<file path="src/rtl/rip_mem_pkg.sv">
// Shared definitions for the RV32I data-memory access unit: funct3 codes,
// FSM state type and the alignment helpers used by the access unit.
package rip_mem_pkg;

  // Load width/sign codes
  localparam logic [2:0] F3_LB  = 3'b000;
  localparam logic [2:0] F3_LH  = 3'b001;
  localparam logic [2:0] F3_LW  = 3'b010;
  localparam logic [2:0] F3_LBU = 3'b100;
  localparam logic [2:0] F3_LHU = 3'b101;

  // Store width codes
  localparam logic [2:0] F3_SB  = 3'b000;
  localparam logic [2:0] F3_SH  = 3'b001;
  localparam logic [2:0] F3_SW  = 3'b010;

  typedef enum logic [1:0] {
    IDLE,
    LOAD_WAIT,
    STORE_MERGE,
    RESP
  } state_t;

  // Legal funct3 codes differ between loads and stores.
  function automatic logic funct3_valid(input logic we, input logic [2:0] f3);
    logic ok;
    ok = 1'b0;
    if (we) begin
      case (f3)
        F3_SB, F3_SH, F3_SW: ok = 1'b1;
        default:             ok = 1'b0;
      endcase
    end else begin
      case (f3)
        F3_LB, F3_LH, F3_LW, F3_LBU, F3_LHU: ok = 1'b1;
        default:                             ok = 1'b0;
      endcase
    end
    return ok;
  endfunction

  // An illegal funct3 counts as misaligned, as does any halfword or word
  // access whose address is not a multiple of its size.
  function automatic logic is_misaligned(input logic we, input logic [2:0] f3,
                                         input logic [1:0] lo);
    logic bad;
    bad = !funct3_valid(we, f3);
    case (f3[1:0])
      2'b01:   if (lo[0])       bad = 1'b1;
      2'b10:   if (lo != 2'b00) bad = 1'b1;
      default: ;
    endcase
    return bad;
  endfunction

  // Byte lane of an access after clearing the offset bits below its size.
  function automatic logic [1:0] align_lane(input logic [2:0] f3, input logic [1:0] lo);
    logic [1:0] lane;
    case (f3[1:0])
      2'b00:   lane = lo;
      2'b01:   lane = {lo[1], 1'b0};
      default: lane = 2'b00;
    endcase
    return lane;
  endfunction

endpackage

</file>
<file path="src/rtl/rip_mem_access_unit_if.sv">
// Request/response bus between a core and the memory access unit.
// master = requester (core side), slave = the access unit.
interface rip_mem_access_unit_if;
  logic        req_valid;
  logic        req_ready;
  logic        req_we;
  logic [2:0]  req_funct3;
  logic [31:0] req_addr;
  logic [31:0] req_wdata;
  logic        rsp_valid;
  logic [31:0] rsp_rdata;
  logic        rsp_err;

  modport master (
    output req_valid, req_we, req_funct3, req_addr, req_wdata,
    input  req_ready, rsp_valid, rsp_rdata, rsp_err
  );

  modport slave (
    input  req_valid, req_we, req_funct3, req_addr, req_wdata,
    output req_ready, rsp_valid, rsp_rdata, rsp_err
  );
endinterface

</file>
<file path="src/rtl/rip_load_extract.sv">
// Combinational load-data extraction: picks the addressed byte/halfword out
// of a 32-bit BRAM word and sign- or zero-extends it according to funct3.
module rip_load_extract
  import rip_mem_pkg::*;
(
  input  logic [31:0] word,
  input  logic [2:0]  funct3,
  input  logic [1:0]  lane,
  output logic [31:0] data
);

  logic [7:0]  byte_lane [4];
  logic [7:0]  byte_sel;
  logic [15:0] half_sel;

  genvar gi;
  generate
    for (gi = 0; gi < 4; gi++) begin : g_lane
      assign byte_lane[gi] = word[gi*8 +: 8];
    end
  endgenerate

  assign byte_sel = byte_lane[lane];
  assign half_sel = lane[1] ? word[31:16] : word[15:0];

  // Width select and extension
  always_comb begin
    data = word;
    case (funct3)
      F3_LB:   data = {{24{byte_sel[7]}}, byte_sel};
      F3_LBU:  data = {24'd0, byte_sel};
      F3_LH:   data = {{16{half_sel[15]}}, half_sel};
      F3_LHU:  data = {16'd0, half_sel};
      default: data = word;
    endcase
  end

endmodule

</file>
<file path="src/rtl/rip_mem_access_unit.sv">
// RV32I load/store unit in front of port 1 of a 32-bit data BRAM.
// Loads take one BRAM read, SW a single write, SB/SH a read-modify-write.
// Optional feature macro: RIP_MEM_MISALIGN_TRAP_EN -- when defined, misaligned
// or illegal-funct3 requests skip the BRAM and answer with rsp_err; when not
// defined, they are forced aligned (illegal codes act as LW/SW).
module rip_mem_access_unit
  import rip_mem_pkg::*;
#(
  parameter int ADDR_WIDTH = 10
) (
  input  logic                  clk,
  input  logic                  rst,
  rip_mem_access_unit_if.slave  bus,
  output logic                  bram_enable,
  output logic                  bram_we,
  output logic [ADDR_WIDTH-1:0] bram_addr,
  output logic [31:0]           bram_din,
  input  logic [31:0]           bram_dout
);

  state_t                state_reg,  state_next;
  logic [2:0]            funct3_reg, funct3_next;
  logic [1:0]            lane_reg,   lane_next;
  logic [ADDR_WIDTH-1:0] waddr_reg,  waddr_next;
  logic [15:0]           wdata_reg,  wdata_next;
  logic                  err_reg,    err_next;
  logic [31:0]           rdata_reg,  rdata_next;

  logic [ADDR_WIDTH-1:0] req_word;
  logic [2:0]            eff_funct3;
  logic [1:0]            eff_lane;
  logic [31:0]           load_data;
  logic [3:0]            merge_be;
  logic [31:0]           wdata_rep;
  logic [31:0]           merged_word;
  logic                  unused_addr_hi;

  assign req_word       = bus.req_addr[ADDR_WIDTH+1:2];
  assign unused_addr_hi = ^bus.req_addr[31:ADDR_WIDTH+2];

  // Illegal codes collapse to word width (LW and SW share the same code).
  assign eff_funct3 = funct3_valid(bus.req_we, bus.req_funct3) ? bus.req_funct3 : F3_LW;
  assign eff_lane   = align_lane(eff_funct3, bus.req_addr[1:0]);

  rip_load_extract u_load_extract (
    .word   (bram_dout),
    .funct3 (funct3_reg),
    .lane   (lane_reg),
    .data   (load_data)
  );

  // Byte enables and replicated store data for the SB/SH merge
  always_comb begin
    merge_be  = (funct3_reg[1:0] == 2'b00) ? (4'b0001 << lane_reg)
                                           : (lane_reg[1] ? 4'b1100 : 4'b0011);
    wdata_rep = funct3_reg[0] ? {2{wdata_reg}} : {4{wdata_reg[7:0]}};
  end

  genvar gi;
  generate
    for (gi = 0; gi < 4; gi++) begin : g_merge
      assign merged_word[gi*8 +: 8] = merge_be[gi] ? wdata_rep[gi*8 +: 8]
                                                   : bram_dout[gi*8 +: 8];
    end
  endgenerate

  // Next-state logic and all outputs; reset forces every output quiet
  always_comb begin
    state_next  = state_reg;
    funct3_next = funct3_reg;
    lane_next   = lane_reg;
    waddr_next  = waddr_reg;
    wdata_next  = wdata_reg;
    err_next    = err_reg;
    rdata_next  = rdata_reg;

    bus.req_ready = 1'b0;
    bus.rsp_valid = 1'b0;
    bus.rsp_rdata = 32'd0;
    bus.rsp_err   = 1'b0;
    bram_enable   = 1'b0;
    bram_we       = 1'b0;
    bram_addr     = waddr_reg;
    bram_din      = 32'd0;

    if (rst) begin
      state_next = IDLE;
    end else begin
      case (state_reg)
        IDLE: begin
          bus.req_ready = 1'b1;
          bram_addr     = req_word;
          if (bus.req_valid) begin
            funct3_next = eff_funct3;
            lane_next   = eff_lane;
            waddr_next  = req_word;
            wdata_next  = bus.req_wdata[15:0];
            rdata_next  = 32'd0;
            err_next    = 1'b0;
`ifdef RIP_MEM_MISALIGN_TRAP_EN
            if (is_misaligned(bus.req_we, bus.req_funct3, bus.req_addr[1:0])) begin
              err_next   = 1'b1;
              state_next = RESP;
            end else
`endif
            if (!bus.req_we) begin
              bram_enable = 1'b1;
              state_next  = LOAD_WAIT;
            end else if (eff_funct3 == F3_SW) begin
              bram_enable = 1'b1;
              bram_we     = 1'b1;
              bram_din    = bus.req_wdata;
              state_next  = RESP;
            end else begin
              // Sub-word store: fetch the word so the untouched lanes survive
              bram_enable = 1'b1;
              state_next  = STORE_MERGE;
            end
          end
        end
        LOAD_WAIT: begin
          rdata_next = load_data;
          state_next = RESP;
        end
        STORE_MERGE: begin
          bram_enable = 1'b1;
          bram_we     = 1'b1;
          bram_din    = merged_word;
          state_next  = RESP;
        end
        RESP: begin
          bus.rsp_valid = 1'b1;
          bus.rsp_rdata = rdata_reg;
          bus.rsp_err   = err_reg;
          state_next    = IDLE;
        end
        default: state_next = IDLE;
      endcase
    end
  end

  // State and request-field registers
  always_ff @(posedge clk) begin
    if (rst) begin
      state_reg  <= IDLE;
      funct3_reg <= F3_LW;
      lane_reg   <= 2'b00;
      waddr_reg  <= '0;
      wdata_reg  <= 16'd0;
      err_reg    <= 1'b0;
      rdata_reg  <= 32'd0;
    end else begin
      state_reg  <= state_next;
      funct3_reg <= funct3_next;
      lane_reg   <= lane_next;
      waddr_reg  <= waddr_next;
      wdata_reg  <= wdata_next;
      err_reg    <= err_next;
      rdata_reg  <= rdata_next;
    end
  end

endmodule

</file>
<file path="src/flat_wrapper.sv">
// flat-port wrapper written by rule: the top's interface ports become plain ports
module rip_mem_access_unit_flat import rip_mem_pkg::*;
#(
  parameter int ADDR_WIDTH = 10
)
  (clk, rst, bram_enable, bram_we, bram_addr, bram_din, bram_dout, bus_req_valid, bus_req_we, bus_req_funct3, bus_req_addr, bus_req_wdata, bus_req_ready, bus_rsp_valid, bus_rsp_rdata, bus_rsp_err);
  rip_mem_access_unit_if bus_i ();
  input  logic clk;
  input  logic rst;
  output logic bram_enable;
  output logic bram_we;
  output logic [ADDR_WIDTH-1:0] bram_addr;
  output logic [31:0] bram_din;
  input  logic [31:0] bram_dout;
  input wire logic [$bits(bus_i.req_valid)-1:0] bus_req_valid;
  input wire logic [$bits(bus_i.req_we)-1:0] bus_req_we;
  input wire logic [$bits(bus_i.req_funct3)-1:0] bus_req_funct3;
  input wire logic [$bits(bus_i.req_addr)-1:0] bus_req_addr;
  input wire logic [$bits(bus_i.req_wdata)-1:0] bus_req_wdata;
  output wire logic [$bits(bus_i.req_ready)-1:0] bus_req_ready;
  output wire logic [$bits(bus_i.rsp_valid)-1:0] bus_rsp_valid;
  output wire logic [$bits(bus_i.rsp_rdata)-1:0] bus_rsp_rdata;
  output wire logic [$bits(bus_i.rsp_err)-1:0] bus_rsp_err;
  assign bus_i.req_valid = bus_req_valid;
  assign bus_i.req_we = bus_req_we;
  assign bus_i.req_funct3 = bus_req_funct3;
  assign bus_i.req_addr = bus_req_addr;
  assign bus_i.req_wdata = bus_req_wdata;
  assign bus_req_ready = bus_i.req_ready;
  assign bus_rsp_valid = bus_i.rsp_valid;
  assign bus_rsp_rdata = bus_i.rsp_rdata;
  assign bus_rsp_err = bus_i.rsp_err;
  rip_mem_access_unit #(.ADDR_WIDTH(ADDR_WIDTH)) u_core (.clk(clk), .rst(rst), .bus(bus_i), .bram_enable(bram_enable), .bram_we(bram_we), .bram_addr(bram_addr), .bram_din(bram_din), .bram_dout(bram_dout));
endmodule
</file>
<file path="config.mk">
export PLATFORM = sky130hd
export DESIGN_NAME = rip_mem_access_unit_flat
export DESIGN_NICKNAME = d
export VERILOG_FILES = /design/src/rtl/rip_mem_pkg.sv /design/src/rtl/rip_mem_access_unit_if.sv /design/src/rtl/rip_load_extract.sv /design/src/rtl/rip_mem_access_unit.sv /design/src/flat_wrapper.sv
export SDC_FILE = /design/constraint.sdc
export NUM_CORES = 1
export LEC_CHECK = 0
export BUFFER_PORTS_ARGS = -buffer_cell sky130_fd_sc_hd__buf_2
export CORE_ASPECT_RATIO = 1.4
export CORE_MARGIN = 5
export CORE_UTILIZATION = 52
export DETAILED_ROUTE_END_ITERATION = 8
export PLACE_DENSITY = 0.85
export SLEW_MARGIN = 20
export SYNTH_ARGS = -nofsm -noshare
export SYNTH_HDL_FRONTEND = slang
export SYNTH_SLANG_ARGS = --single-unit
</file>
<file path="constraint.sdc">
create_clock -name clk -period 3.8 [get_ports clk]
set_clock_uncertainty 0.05 [all_clocks]
set_input_delay 0.19 -clock clk [delete_from_list [all_inputs] [get_ports clk]]
set_output_delay 0.19 -clock clk [all_outputs]
set_load 0.05 [all_outputs]
</file>
==> impl_metrics.toml, run 1 <==
[timing]
finalCritPeriodShare_pct = 80.4
drv_slew = 0
setup_slack_ns = 0.746
finalHoldViolations = 0
finalSetupViolCount = 0
tns_ns = 0
tightest_slew_ns = 0.973
max-slew-margin-rel_pct = 35.1
rsz0062_at_grt = "no"
period_minus_slack_ns = 3.05
whs_ns = 0.0389
fmax_mhz = 327

[synth]
ys_ff_latch = 65
syn_inst = 513
yosysSeqAreaShare_pct = 32.0
synth_top_area_share_pct = 32.0
async_flop_share_pct = 0
syn_avg_cell_area_um2 = 7.91
syn-num-nets = 620
ys_types = 46
synth_top_area_cell = "dfxtp_1"
synth_area_mm2 = 0.00406
synth-edff-count = 0
ys.flop_type = "dfxtp_1"
ys_warn_count = 0
synth.area.top_cells = "dfxtp_1, nand2_1, mux2i_1"

[cells_and_area]
syn_to_final_growth_pct = 23.5
nets = 755
drive_gt1_share_pct = 32.2
final_common_cell = "buf_2"
diodes = 0
post_layout_nonfiller_instances = 753
layout_common_cells = "buf_2, nand2_1, dfxtp_1, o21ai_0, a21oi_1"
largest_reg_flops = 32

[routing]
drt_wl_total_mm = 13.2
antenna_left = 0
dr.pass1.iters = 5
drcViolationCount = 0
first_iter_violations = 404
vias = 4287
wl_per_cell_um = 17.5
vias_per_cell = 5.69

[die]
die_y_um = 115
core_area_mm2 = 0.00770
die_area_mm2 = 0.00970
core.rowCount = 38
die_x_um = 84.7
ioPinCount = 182
start_util_pct = 52.7

[flow_run]
drv_cap = 0

[run_status]
status = "completed"

[power_and_ir_drop]
ir_drop_mv = 0.408
powerDensity_mw_per_mm2 = 570
p_leak_nw = 2.47
power_mw = 2.86

[clock_network]
ctsLongestPathBuffers = 2
path_clk_slew_ns = 0.07
cts_setup_buffers = 0
ctsRootBufferMaster = "clkbuf_8"
htreeDepth = 3
clkLatencyLatePin_ns = 0.34
cts_made_buffers = 9
cts_resized = 0
clkSinkCount = 65
cts_tree = "done"
hold_buffers = 0

[grt]
grt_usage_pct = 26.6
grt_pass1_vias = 4155
overflow = 0
antenna_found_initial = 0
grt_max_degree = 34
grt_pass1_wl_mm = 20.6

[critical_path]
critical-path-max-stage-delay_ns = 0.96
cp_data_required_time_ns = 3.56
cp_slowest_cell = "dfxtp_1"
rrSetupSlack_ns = 1.30
path_cells = "nand2b_1, o21a_1, mux2i_1, o21ai_0, buf_2"
start_kind = "register"
cp-end-kind = "output pin"
path_class = "reg2out"
worst_ep_arrival_time_ns = 2.81
path_max_fanout = 23

[hold_path]
hold_path.class = "in2reg"

[placed_design]
placed_cells = 737
place_ws_ns = 1.13
io_buffer_count = 160
gp_congestion = 0.962
hpwlAfterDp_mm = 10.1
## kinds of logic (layout without fill, tap and decap cells)
kind of cell	after synthesis	in the layout	share of synthesized area (%)
multiplexers	55	55	14.5
AND/OR/NAND/NOR	177	177	20.4
flip-flops	65	65	32.0
AO/OA/AOI/OAI	154	154	24.9
adder cells (fa/ha/maj)	4	4	1.23
buffers and inverters	57	197	6.84
other	1	1	0.0924
## routing by layer
| layer | track usage [%] | up-vias | part of all wire [%] |
|---|---|---|---|
| met3 | 7.34 | 31 | 8.5 |
| li1 | - | 2073 | - |
| met5 | 0 | - | 0 |
| met1 | 31.9 | 1974 | 40 |
| met4 | 8.66 | 0 | 2.6 |
| met2 | 45.8 | 209 | 49 |
## per-stage QoR
step / util, % / instance area (µm²)
after detailed placement: 62.7 / 4830
after CTS: 65.1 / 5010
after global routing: 65.1 / 5010
after global placement: 62.7 / 4830
after floorplan: - / 4060
final: 65.1 / 5010
## worst paths after layout
path / from / endpoint / depth (start not counted)
min reg2reg: u_core.rdata_reg[10] / u_core.rdata_reg[10] / 1
max reg2reg: u_core.state_reg[0] / u_core.rdata_reg[3] / 6
min: bus_req_addr[2] / u_core.waddr_reg[0] / 3
max: u_core.funct3_reg[0] / bram_din[1] / 5
## report_power, final
| group | total, mW | internal, mW | switching [mW] |
|---|---|---|---|
| clock | 0.578 | 0.320 | 0.259 |
| combinational | 1.34 | 0.433 | 0.909 |
| sequential | 0.936 | 0.816 | 0.120 |
## worst max-delay path, delay by kind of cell, from the launching register on
family / cells / cell delay (ns)
flip-flops: 1 / 0.96
AO/OA/AOI/OAI: 2 / 0.64
AND/OR/NAND/NOR: 1 / 0.43
buffers and inverters: 1 / 0.31
multiplexers: 1 / 0.13
## Yosys cell counts, drive strengths merged, types with 2 or more instances
master	n
o21ai	47
and2	34
a221oi	8
or2	2
a22oi	17
a2111oi	4
a21o	14
dfxtp	65
nor3	7
nor2	17
nor2b	5
nand2b	7
o221ai	3
nand2	97
a21oi	41
buf	23
a32o	8
o31ai	2
mux2	20
mux2i	35
and3	2
ha	4
clkbuf	22
o22ai	4
inv	12
## layout make-up
| class | instances | area, µm² |
|---|---|---|
| repair buffers | 169 | 868 |
| clock inverters | 3 | 40.0 |
| clock buffers | 13 | 149 |
| multi-input cells | 391 | 2490 |
| fillers | 695 | 2690 |
| well taps | 100 | 125 |
| flip-flops and latches | 65 | 1300 |
| inverters | 12 | 45.0 |
Note: power is estimated with default switching activity, not from simulation.
==> inputs of run 2 (changes only) <==
CORE_UTILIZATION = 48   (was 52)
PLACE_DENSITY = 0.79   (was 0.85)
clock period = 2.9 ns   (was 3.8 ns; I/O delays follow)
==> impl_metrics.toml, run 2 (synthesized netlist as in run 1, its figures left out) <==
[timing]
fmax_mhz = 372
finalCritPeriodShare_pct = 92.7
finalSetupViolCount = 0
max-slew-margin-rel_pct = 53.3
drv_slew = 0
tns_ns = 0
rsz0062_at_grt = "no"
finalHoldViolations = 0
tightest_slew_ns = 0.682
period_minus_slack_ns = 2.69

[cells_and_area]
post_layout_nonfiller_instances = 763
syn_to_final_growth_pct = 27.7
layout_common_cells = "buf_2, nand2_1, dfxtp_1, o21ai_0, a21oi_1"
fillers = 761
nets = 763
drive_gt1_share_pct = 33.4
diodes = 0
final_common_cell = "buf_2"
largest_reg_flops = 32

[grt]
grt_busiest_layer = "met2"
overflow = 0
grt_pass1_wl_mm = 20.6
grt_pass1_vias = 4080
use_met1_pct = 29.9
use_met2_pct = 43.2
grt_usage_pct = 25.3
grt_use_met3_pct = 5.59
grt_max_degree = 34
antenna_found_initial = 0

[run_status]
status = "completed"

[power_and_ir_drop]
p_switching_mw = 1.75
clkPwrFrac_pct = 26.3
combPwrFrac_pct = 44.2
internal_power_mw = 2.35
powerDensity_mw_per_mm2 = 791
ir_drop_mv = 0.606
power_mw = 4.10
p_sw_share_pct = 42.7
p_leak_nw = 2.55
power.share.sequential_pct = 29.5

[die]
die_y_um = 119
core.rowCount = 39
start_util_pct = 49.5
core_area_mm2 = 0.00820
die_area_mm2 = 0.0104
die_x_um = 87.7
ioPinCount = 182

[critical_path]
start_kind = "register"
reg2reg_from = "u_core.funct3_reg[0]"
worst_ep_arrival_time_ns = 2.49
cp-end-kind = "output pin"
path_class = "reg2out"
crit_start = "u_core.funct3_reg[0]"
cp_data_required_time_ns = 2.71
path_max_fanout = 14

[routing]
antenna_left = 0
first_iter_violations = 338
wl_per_cell_um = 17.7
vias = 4336
dr.pass1.iters = 5
drcViolationCount = 0
vias_per_cell = 5.68
drt_wl_total_mm = 13.5

[clock_network]
cts_made_buffers = 9
clkSinkCount = 65
ctsLongestPathBuffers = 2
hold_buffers = 0
clkLatencyLatePin_ns = 0.33
htreeDepth = 3
ctsRootBufferMaster = "clkbuf_16"
path_clk_slew_ns = 0.05
cts_resized = 0
cts_setup_buffers = 0
cts_tree = "done"

[hold_path]
hold_path.class = "in2reg"
hold_path.startpoint = "bus_req_addr[6]"

[flow_run]
drv_cap = 0

[placed_design]
hpwlAfterDp_mm = 10.5
placed_cells = 747
io_buffer_count = 160
gp_congestion = 0.936
run 2: cell types whose count changed in the layout (fill, tap and decap cells not counted):
cell        delta
clkinv_2       +2
buf_4          +8
clkinvlp_4     +1
clkbuf_8       -9
clkbuf_1       -3
clkbuf_16      +9
run 2: metal layers:
metal / vias to the layer above / share of wire, %
met5: - / 0
met4: 0 / 3.0
met3: 26 / 8.1
met2: 189 / 50
met1: 2035 / 39
li1: 2086 / -
run 2: final timing paths:
path	to	slack [ns]	depth (start not counted)
setup / recovery	bram_din[2]	0.21	5
hold / removal	u_core.waddr_reg[4]	0.009	3
setup reg to reg	u_core.rdata_reg[4]	0.69	5
hold reg to reg	u_core.rdata_reg[14]	0.39	1
run 2: area by class of cell:
cell class	count	area (µm²)	area share, %
clock buffers	10	239	4.61
clock inverters	6	57.6	1.11
repair buffers	177	928	17.9
inverters	12	45.0	0.869
multi-input cells	391	2490	47.9
flip-flops and latches	65	1300	25.1
well taps	102	128	2.46
run 2: through the flow:
step,utilization (%),setup WS (ns),hold WS [ns],instance area (µm²)
detailed placement,59.6,0.623,0.353,4890
finish,63.2,0.212,0.00868,5180
global route,63.2,0.0680,0.0132,5180
global placement,59.6,0.642,0.344,4890
floorplan,-,0.445,0.231,4060
CTS,63.2,0.255,0.00209,5180
run 2: power by group through the flow:
stage / clock (mW) / sequential [mW] / combinational, mW
after floorplan: 0 / 1.16 / 1.43
after global placement: 0 / 1.21 / 1.77
after detailed placement: 0 / 1.22 / 1.80
after CTS: 1.09 / 1.21 / 1.81
after global routing: 1.13 / 1.23 / 1.95
final: 1.08 / 1.21 / 1.81
run 2: worst max-delay path, cell delays in order (launching register included):
cell and delay (ns):
dfxtp_1 0.65, nand2b_1 0.38, o21a_1 0.46, mux2i_1 0.15, o21ai_0 0.21, buf_2 0.30
